`config.mk`:
```
export PLATFORM = sky130hd
export DESIGN_NAME = zfo_sprite_fetch
export DESIGN_NICKNAME = d
export VERILOG_FILES = /design/src/rtl/zfo_sprite_fetch.sv
export SDC_FILE = /design/constraint.sdc
export NUM_CORES = 1
export LEC_CHECK = 0
export CAP_MARGIN = 10
export CORE_MARGIN = 2
export CORE_UTILIZATION = 52
export CTS_CLUSTER_DIAMETER = 80
export DETAILED_ROUTE_END_ITERATION = 8
export PLACE_DENSITY = 0.86
export SYNTH_ARGS = -nofsm -noshare
export SYNTH_HDL_FRONTEND = slang
export SYNTH_SLANG_ARGS = --single-unit
```
`constraint.sdc`:
```
create_clock -name Clk -period 6.3 [get_ports Clk]
set_clock_uncertainty 0.1 [all_clocks]
set_input_delay 1.26 -clock Clk [delete_from_list [all_inputs] [get_ports Clk]]
set_output_delay 1.26 -clock Clk [all_outputs]
set_load 0.02 [all_outputs]
```
`src/rtl/zfo_sprite_fetch.sv`:
```
`default_nettype none
// ============================================================================
// Module   : zfo_sprite_fetch
// Purpose  : Fighter-sprite front end. Frame-rate pose state machine plus a
//            two-stage per-pixel sprite-ROM address / colour-index pipeline
//            that feeds the per-pose zfo palette lookups.
// Options  : ZFO_MIRROR_EN - when defined, facing_left mirrors the sprite
//            column; when undefined, facing_left is ignored.
// Revision : 1.0 - initial release
// ============================================================================
module zfo_sprite_fetch #(
  parameter int SPR_W         = 96,
  parameter int SPR_H         = 128,
  parameter int ROM_AW        = 14,
  parameter int ATTACK_FRAMES = 12,
  parameter int JUMP_FRAMES   = 30
) (
  input  logic              Clk,
  input  logic              Reset_n,
  input  logic              frame_clk_en,
  input  logic              btn_left,
  input  logic              btn_right,
  input  logic              btn_jump,
  input  logic              btn_crouch,
  input  logic              btn_punch,
  input  logic              btn_kick,
  input  logic              btn_block,
  input  logic              health_zero,
  input  logic              facing_left,
  input  logic [9:0]        sprite_x,
  input  logic [9:0]        sprite_y,
  input  logic [9:0]        DrawX,
  input  logic [9:0]        DrawY,
  output logic [ROM_AW-1:0] rom_addr,
  input  logic [3:0]        rom_data,
  output logic [3:0]        pose_sel,
  output logic [3:0]        pix_index,
  output logic              pix_inside,
  output logic              attack_active
);

  // Counter must hold the larger of the two hold lengths minus one.
  localparam int C_MAXF  = (ATTACK_FRAMES > JUMP_FRAMES) ? ATTACK_FRAMES : JUMP_FRAMES;
  localparam int C_CNT_W = $clog2(C_MAXF + 1);
  localparam logic [C_CNT_W-1:0] C_ATK_LOAD = C_CNT_W'(ATTACK_FRAMES - 1);
  localparam logic [C_CNT_W-1:0] C_JMP_LOAD = C_CNT_W'(JUMP_FRAMES - 1);

  typedef enum logic [3:0] {
    POSE_STAND       = 4'd0,
    POSE_MOVE        = 4'd1,
    POSE_JUMP        = 4'd2,
    POSE_CROUCH      = 4'd3,
    POSE_PUNCH       = 4'd4,
    POSE_KICK        = 4'd5,
    POSE_CROUCHPUNCH = 4'd6,
    POSE_BLOCK       = 4'd7,
    POSE_DEAD        = 4'd8
  } pose_t;

  pose_t               r_pose;
  pose_t               w_pose_nx;
  logic [C_CNT_W-1:0]  r_cnt;
  logic [C_CNT_W-1:0]  w_cnt_nx;

  // Pose and hold-counter state register.
  always_ff @(posedge Clk or negedge Reset_n) begin
    if (!Reset_n) begin
      r_pose <= POSE_STAND;
      r_cnt  <= '0;
    end else begin
      r_pose <= w_pose_nx;
      r_cnt  <= w_cnt_nx;
    end
  end

  // Next-pose decode; only evaluated on frame pulses so a frame shows one pose.
  always_comb begin
    w_pose_nx = r_pose;
    w_cnt_nx  = r_cnt;
    if (frame_clk_en) begin
      if (health_zero) begin
        w_pose_nx = POSE_DEAD;
      end else begin
        case (r_pose)
          POSE_STAND, POSE_MOVE: begin
            if (btn_punch) begin
              w_pose_nx = POSE_PUNCH;
              w_cnt_nx  = C_ATK_LOAD;
            end else if (btn_kick) begin
              w_pose_nx = POSE_KICK;
              w_cnt_nx  = C_ATK_LOAD;
            end else if (btn_jump) begin
              w_pose_nx = POSE_JUMP;
              w_cnt_nx  = C_JMP_LOAD;
            end else if (btn_crouch) begin
              w_pose_nx = POSE_CROUCH;
            end else if (btn_block) begin
              w_pose_nx = POSE_BLOCK;
            end else if (btn_left ^ btn_right) begin
              w_pose_nx = POSE_MOVE;
            end else begin
              w_pose_nx = POSE_STAND;
            end
          end
          POSE_PUNCH, POSE_KICK, POSE_JUMP: begin
            if (r_cnt == '0) begin
              w_pose_nx = POSE_STAND;
            end else begin
              w_cnt_nx = r_cnt - 1'b1;
            end
          end
          POSE_CROUCH: begin
            if (btn_punch) begin
              w_pose_nx = POSE_CROUCHPUNCH;
              w_cnt_nx  = C_ATK_LOAD;
            end else if (!btn_crouch) begin
              w_pose_nx = POSE_STAND;
            end
          end
          POSE_CROUCHPUNCH: begin
            if (r_cnt == '0) begin
              w_pose_nx = btn_crouch ? POSE_CROUCH : POSE_STAND;
            end else begin
              w_cnt_nx = r_cnt - 1'b1;
            end
          end
          POSE_BLOCK: begin
            if (!btn_block) begin
              w_pose_nx = POSE_STAND;
            end
          end
          POSE_DEAD: begin
            w_pose_nx = POSE_DEAD;
          end
          default: begin
            w_pose_nx = POSE_STAND;
            w_cnt_nx  = '0;
          end
        endcase
      end
    end
  end

  assign pose_sel      = r_pose;
  assign attack_active = (r_pose == POSE_PUNCH) || (r_pose == POSE_KICK) ||
                         (r_pose == POSE_CROUCHPUNCH);

  // ---------------------------------------------------------------------------
  // Pixel pipeline
  // ---------------------------------------------------------------------------
  logic [10:0]       w_rel_x;
  logic [10:0]       w_rel_y;
  logic              w_inside;
  logic [9:0]        w_col;
  logic [ROM_AW-1:0] w_addr;
  logic              r_inside;
  logic              r_inside_d;
  logic [ROM_AW-1:0] r_rom_addr;

  // Sprite-relative coordinates, box test and ROM address for this pixel.
  always_comb begin
    w_rel_x  = {1'b0, DrawX} - {1'b0, sprite_x};
    w_rel_y  = {1'b0, DrawY} - {1'b0, sprite_y};
    // Bit 10 set means the pixel lies left of / above the sprite origin.
    w_inside = !w_rel_x[10] && (w_rel_x[9:0] < 10'(SPR_W)) &&
               !w_rel_y[10] && (w_rel_y[9:0] < 10'(SPR_H));
`ifdef ZFO_MIRROR_EN
    w_col    = facing_left ? (10'(SPR_W - 1) - w_rel_x[9:0]) : w_rel_x[9:0];
`else
    w_col    = w_rel_x[9:0];
`endif
    // Arithmetic at ROM_AW width equals truncation of the full-width result.
    w_addr   = ROM_AW'(w_rel_y[9:0]) * ROM_AW'(SPR_W) + ROM_AW'(w_col);
    if (!w_inside) begin
      w_addr = '0;
    end
  end

`ifndef ZFO_MIRROR_EN
  logic w_unused_facing;
  assign w_unused_facing = facing_left;
`endif

  // Stage 1 registers the address, stage 2 delays the inside flag to meet ROM data.
  always_ff @(posedge Clk or negedge Reset_n) begin
    if (!Reset_n) begin
      r_rom_addr <= '0;
      r_inside   <= 1'b0;
      r_inside_d <= 1'b0;
    end else begin
      r_rom_addr <= w_addr;
      r_inside   <= w_inside;
      r_inside_d <= r_inside;
    end
  end

  assign rom_addr   = r_rom_addr;
  assign pix_inside = r_inside_d;
  // ROM data returns in the same cycle the delayed inside flag becomes valid.
  assign pix_index  = r_inside_d ? rom_data : 4'd0;

endmodule
`default_nettype wire

```
==> results of run 1 <==
[cells in the mapped netlist (all sizes together) (10+ instances only)]
cell / n
o21ai: 22
nor2: 15
a21o: 11
a21oi: 26
xnor2: 10
inv: 36
ha: 34
nand2: 17
xor2: 10
dfrtp: 25
nor3: 17
nor2b: 10
[flip-flops by register name (all words and copies together), names as in the netlist]
register / count
r_cnt: 5
r_inside: 1
pix_inside: 1
pose_sel: 4
rom_addr: 14
[per-layer routing]
layer / up-vias / wire length (um) / share of wire, % / global-route usage [%]
met3: 10 / 310 / 5.1 / 2.71
met2: 97 / 3080 / 50 / 38.3
met1: 1185 / 2620 / 43 / 26.6
li1: 1323 / - / - / -
met4: 0 / 120 / 2.0 / 8.36
met5: - / 0 / 0 / 0
[logic make-up (layout without fill, tap and decap cells)]
family                     after synthesis  in the layout  share of synthesized area (%)
AOI/OAI and AO/OA                       94             94                           23.0
xor gates and xnor gates                21             21                           7.17
adders and majority gates               38             38                           18.3
buffers and inverters                   43            118                           6.27
DFF                                     25             25                           22.7
muxes                                    2              2                          0.727
and+or+nand+nor                        101            101                           21.8
[worst min-delay path by stage]
stage                     slack, ns                    to  cells after the start
after global placement         0.24  pix_inside$_DFF_PN0_                      0
after CTS                      0.26  pix_inside$_DFF_PN0_                      0
after floorplan                0.23  pix_inside$_DFF_PN0_                      0
after detailed placement       0.24  pix_inside$_DFF_PN0_                      0
final                          0.26  pix_inside$_DFF_PN0_                      0
after global routing           0.28  pix_inside$_DFF_PN0_                      0
[area by class of cell]
class | instances | area (um^2) | area share (%)
well taps | 70 | 87.6 | 2.40
clock buffers | 3 | 41.3 | 1.13
clock inverters | 1 | 8.76 | 0.240
multi-input cells | 256 | 1960 | 53.9
inverters | 36 | 135 | 3.71
repair buffers | 78 | 781 | 21.4
flip-flops and latches | 25 | 626 | 17.2
[per-stage QoR]
stage,worst slack (ns),area (um^2)
after floorplan,2.03,2760
after global placement,1.34,3590
after detailed placement,1.17,3590
after CTS,1.46,3640
after global routing,1.23,3640
final,1.45,3640
[power by group]
part | leakage (nW) | total (mW) | internal (mW) | switching, mW
logic | 1.27 | 0.440 | 0.202 | 0.238
registers | 0.336 | 0.180 | 0.171 | 0.00840
clock network | 0.0261 | 0.0975 | 0.0462 | 0.0513
[worst max-delay path, cell delays in order]
cell and delay [ns]:
sky130_fd_sc_hd__clkdlybuf4s50_1 0.46, sky130_fd_sc_hd__inv_1 0.05, sky130_fd_sc_hd__ha_1 0.36, sky130_fd_sc_hd__a21o_1 0.24
sky130_fd_sc_hd__a31oi_1 0.26, sky130_fd_sc_hd__nand2_1 0.11, sky130_fd_sc_hd__xnor2_1 0.26, sky130_fd_sc_hd__ha_1 0.21
sky130_fd_sc_hd__inv_1 0.06, sky130_fd_sc_hd__fa_1 0.39, sky130_fd_sc_hd__nor2b_1 0.17, sky130_fd_sc_hd__o21ai_0 0.13
sky130_fd_sc_hd__a21oi_1 0.28, sky130_fd_sc_hd__o2111ai_1 0.17, sky130_fd_sc_hd__xnor3_1 0.39, sky130_fd_sc_hd__nor3_1 0.14
==> flow_summary.toml, run 1 <==
[cts]
hold_buffer_count_at_cts = 0
worst_setup_hold_path_clk_slew_ns = 0.09
cts_root_buf = "sky130_fd_sc_hd__clkbuf_8"
clock_insertion_delay_worst_skew_ns = 0.26
number_of_gates_resized_after_cts = 0
cts_inserted_buffers = 3
cts_setup_buffers = 0
h_tree_depth = 1
cts_tree = "done"
clock_sink_count = 25
cts-root-to-sink-buffers = 2

[final_layout]
most_common_cell_after_layout_fill_and_taps_aside = "sky130_fd_sc_hd__clkdlybuf4s50_1"
fill_cells = 410
fin_nets = 494
layout.cells.most_common_list = "sky130_fd_sc_hd__clkdlybuf4s50_1 (78), sky130_fd_sc_hd__inv_1 (35), sky130_fd_sc_hd__ha_1 (34)"
flow.area_growth_from_synthesis_pct = 32.2
ant_diodes = 0
post-route-util_pct = 71.3
layoutNonFillerInstCount = 469
final_layout_size_suffix_gt1_share_pct = 5.51

[die]
die_y_um = 76.8
boundaryPins = 80
core.rowCount = 26
floorplan.die.width_um = 76.8
floorplan.core_area_mm2 = 0.00511
initial_utilization_pct = 53.9
die_area_mm2 = 0.00590

[hold_path]
min_from = "r_inside$_DFF_PN0_"
worstHoldPathType = "reg -> reg"

[detailed_routing]
viasPerCell = 5.58
drcViolationCount = 0
routed_wl_mm = 6.13
post_drt_wl_per_cell_um = 13.1
drt_iter0_drc = 132
dr.pass1.iters = 4
route.antenna.remaining_nets = 0
vias = 2615

[setup_path]
r2r.worst_path.cells = 8
rr_endpoint = "pose_sel[1]$_DFFE_PN0P_"
r2r-start = "r_cnt[0]$_DFFE_PN0P_"
endpoint_kind = "register"
worst_setup_path_endpoint = "rom_addr[13]$_DFF_PN0_"
regToRegSetupSlack_ns = 3.79
cp-startpoint = "sprite_x[4]"
cp.required_ns = 6.38
worst-endpoint-arrival_ns = 4.93
setup.worst_path.start_class = "primary input"
critPathMaxFanout = 5
worstSetupPathType = "in -> reg"

[placement]
place.port_buffers = 78
gpl_wtd_cong = 0.915
hpwlAfterDp_mm = 5.06
dp_cells = 465

[yosys]
ys_ff_latch = 25
yosys.area.top_type_share_pct = 22.7
synth-async-reset-ratio_pct = 100
syn-cell-area_mm2 = 0.00276
synth.area.top_cells = "sky130_fd_sc_hd__dfrtp_1 (23%), sky130_fd_sc_hd__ha_1 (15%), sky130_fd_sc_hd__inv_1 (4.8%)"
yosys.cell_types.count = 58
synth.net_count = 418
synth_area_per_cell_um2 = 8.50
synthCells = 324
synth.yosys.seq_area_share_pct = 22.7
synth-main-ff-cell = "sky130_fd_sc_hd__dfrtp_1"
number_of_synthesized_flops_with_an_enable_pin = 0
ys.warnings.count = 0
yosysTopAreaCell = "sky130_fd_sc_hd__dfrtp_1"

[timing]
grt_setup_unrepaired = "no"
worstMarginPinSlew_ns = 1.04
finalHoldViolations = 0
layout_worst_path_cycle_share_pct = 77.1
slew_headroom_pct = 30.7
hold_slack_ns = 0.256
finalMaxSlewViolations = 0
timing.setup.tns_ns = 0
finalSetupViolCount = 0
period_minus_slack_ns = 4.85
fmax_mhz = 206

[power]
power.total_mw = 0.717
vdd_ir_drop_max_uv = 104
power-per-cell-area_mw_per_mm2 = 197
power_leakage_nw = 1.63

[global_routing]
grt_max_degree = 26
grt_pass1_vias = 2521
grt_pass1_wl_mm = 10.9
initial_antenna_violation_count = 0
grt_use_total_pct = 21.6
globalRoute.totalOverflow = 0

[flow_run]
number_of_max_cap_violations = 0

[status]
run_status = "finished, final reports clean"
Note: power is estimated with default switching activity, not from simulation.
==> inputs of run 2 (changes only) <==
--- a/config.mk
+++ b/config.mk
@@ -7,10 +7,10 @@
 export LEC_CHECK = 0
 export CAP_MARGIN = 10
 export CORE_MARGIN = 2
-export CORE_UTILIZATION = 52
+export CORE_UTILIZATION = 49
 export CTS_CLUSTER_DIAMETER = 80
 export DETAILED_ROUTE_END_ITERATION = 8
-export PLACE_DENSITY = 0.86
+export PLACE_DENSITY = 0.81
 export SYNTH_ARGS = -nofsm -noshare
 export SYNTH_HDL_FRONTEND = slang
 export SYNTH_SLANG_ARGS = --single-unit
==> constraint.sdc (replaced) <==
create_clock -name Clk -period 4.5 [get_ports Clk]
set_clock_uncertainty 0.1 [all_clocks]
set_input_delay 0.9 -clock Clk [delete_from_list [all_inputs] [get_ports Clk]]
set_output_delay 0.9 -clock Clk [all_outputs]
set_load 0.02 [all_outputs]
==> run 2 against run 1 <==
Against the previous run:
- clock-buffer cell count did not move
- wire length down 1.9%
- die area rose by 5.8%
- worst setup slack worse by 1.2 ns
- sequential share of layout area shrank 0.48 points
- first-iteration DRC count fell by 33%
- register-to-register slack got worse by 1.8 ns
- total power is 48% higher
- hold slack better by 0.0027 ns
- via count up 1.4%
- non-clock buffer count rose by 13
- global-route usage fell by 1.7 points
- critical path type unchanged
- critical endpoint unchanged
- largest power group unchanged
==> flow_summary.toml, run 2 (same netlist as run 1, synthesis figures left out) <==
[status]
run_status = "finished, final reports clean"

[setup_path]
library_cell_contributing_the_largest_single_delay_on_the_critical_path = "sky130_fd_sc_hd__fa_1"
worstPathCellList = "clkdlybuf4s50_1 > ha_1 > inv_1 > fa_1 > xor2_1 > buf_4 > fa_1 > ha_1 > nor2b_1 > o21ai_0 > a21oi_1 > o2111ai_1 > xnor3_1 > nor3_2"
cp-startpoint = "sprite_y[0]"
endpoint_kind = "register"
rr_endpoint = "pose_sel[1]$_DFFE_PN0P_"
worst-endpoint-arrival_ns = 4.38
worst_setup_path_endpoint = "rom_addr[13]$_DFF_PN0_"
cp_slowest_stage_delay_ns = 0.58
critPathMaxFanout = 3
worstSetupPathType = "in -> reg"
worst-path-buf-inv = 3
r2r-start = "r_cnt[0]$_DFFE_PN0P_"
cp.required_ns = 4.58
cpLargestDelayFamily = "adder cells"
setup.worst_path.start_class = "primary input"
r2r.worst_path.cells = 8
worstSetupPathDepth = 14
regToRegSetupSlack_ns = 2.03

[placement]
place.port_buffers = 78
hpwlAfterDp_mm = 5.04
postPlaceCellArea_mm2 = 0.00369
gpl_wtd_cong = 0.829
post-place-ws_ns = -0.128

[final_layout]
final_layout_size_suffix_gt1_share_pct = 8.74
flow.area_growth_from_synthesis_pct = 36.1
most_common_cell_after_layout_fill_and_taps_aside = "sky130_fd_sc_hd__clkdlybuf4s50_1"
largest_reg_flops = 14
final_area_mm2 = 0.00375
layout.cells.most_common_list = "sky130_fd_sc_hd__clkdlybuf4s50_1 (78), sky130_fd_sc_hd__inv_1 (35), sky130_fd_sc_hd__ha_1 (34)"
ant_diodes = 0
fin_nets = 507

[power]
vdd_ir_drop_max_uv = 153
power_leakage_nw = 1.70
power-per-cell-area_mw_per_mm2 = 282
power.total_mw = 1.06

[die]
die_area_mm2 = 0.00624
floorplan.core_area_mm2 = 0.00547
initial_utilization_pct = 50.3
die_y_um = 79.0
core.rowCount = 27
boundaryPins = 80
floorplan.die.width_um = 79.0

[hold_path]
worstHoldPathType = "reg -> reg"

[detailed_routing]
drcViolationCount = 0
post_drt_wl_per_cell_um = 12.4
dr.pass1.iters = 4
route.antenna.remaining_nets = 0
drt_iter0_drc = 89
vias = 2652
viasPerCell = 5.48
routed_wl_mm = 6.01

[timing]
period_minus_slack_ns = 4.30
worstMarginPinSlew_ns = 1.01
finalHoldViolations = 0
slew_headroom_pct = 32.7
grt_setup_unrepaired = "no"
final_worst_setup_slack_ns = 0.203
finalSetupViolCount = 0
finalMaxSlewViolations = 0
fmax_mhz = 233
layout_worst_path_cycle_share_pct = 95.5

[cts]
cts_inserted_buffers = 3
h_tree_depth = 1
cts_tree = "done"
cts_root_buf = "sky130_fd_sc_hd__clkbuf_8"
clock_sink_count = 25
hold_buffer_count_at_cts = 0
cts-root-to-sink-buffers = 2
worst_setup_hold_path_clk_slew_ns = 0.09
clock_insertion_delay_worst_skew_ns = 0.27

[global_routing]
globalRoute.totalOverflow = 0
grt_pass1_wl_mm = 10.4
grt_max_degree = 26
grt_pass1_vias = 2601
grt_use_total_pct = 19.9
initial_antenna_violation_count = 0

[flow_run]
number_of_max_cap_violations = 0
## run 2: cell types whose count changed in the layout (fill, tap and decap cells not counted), sizes merged
cell | previous run | this run
buf | 0 | 13
## run 2: area by class of cell
| type | count | area [um^2] |
|---|---|---|
| inverters | 36 | 135 |
| flip-flops and latches | 25 | 626 |
| repair buffers | 91 | 878 |
| clock inverters | 1 | 8.76 |
| fillers | 456 | 1720 |
| multi-input cells | 256 | 1970 |
| well taps | 72 | 90.1 |
| clock buffers | 3 | 41.3 |
## run 2: where the power goes
part / switching [mW] / total (mW) / leakage (nW) / internal [mW]
sequential: 0.0111 / 0.251 / 0.336 / 0.240
clock: 0.0718 / 0.137 / 0.0261 / 0.0648
combinational: 0.342 / 0.671 / 1.33 / 0.329
## run 2: what timing repair did
item                       CTS  global route
gates resized for setup      0             2
setup buffers                0             1
setup endpoints to repair    0             2
## run 2: how the worst min path moves through the flow
| stage | slack [ns] | to | cells after the start | from |
|---|---|---|---|---|
| after floorplan | 0.23 | pix_inside$_DFF_PN0_ | 0 | r_inside$_DFF_PN0_ |
| after global placement | 0.24 | pix_inside$_DFF_PN0_ | 0 | r_inside$_DFF_PN0_ |
| after detailed placement | 0.24 | pix_inside$_DFF_PN0_ | 0 | r_inside$_DFF_PN0_ |
| after CTS | 0.26 | pix_inside$_DFF_PN0_ | 0 | r_inside$_DFF_PN0_ |
| after global routing | 0.28 | pix_inside$_DFF_PN0_ | 0 | r_inside$_DFF_PN0_ |
| final | 0.26 | pix_inside$_DFF_PN0_ | 0 | r_inside$_DFF_PN0_ |
## run 2: metrics by stage
step	util (%)	std cells	setup TNS [ns]	hold slack (ns)
finish	68.5	484	0	0.259
global route	68.5	484	0	0.277
CTS	68.3	483	0	0.262
detailed placement	67.4	479	-0.128	0.241
global placement	67.4	479	-0.0291	0.235
floorplan	-	324	0	0.231
## run 2: routing by layer
metal	GRT usage, %	part of all wire [%]	vias to the layer above	wire length (um)
met5	0	0	-	0
met4	5.86	1.5	0	89
met3	1.82	4.7	8	280
met2	37.5	51	81	3040
met1	23.9	43	1218	2600
li1	-	-	1345	-
==> inputs of run 3 (changes only) <==
--- a/config.mk
+++ b/config.mk
@@ -9,6 +9,7 @@
 export CORE_MARGIN = 2
 export CORE_UTILIZATION = 49
 export CTS_CLUSTER_DIAMETER = 80
+export CTS_CLUSTER_SIZE = 40
 export DETAILED_ROUTE_END_ITERATION = 8
 export PLACE_DENSITY = 0.81
 export SYNTH_ARGS = -nofsm -noshare
==> results of run 3 <==
No change in the layout: final DEF, timing and power equal those of run 2.
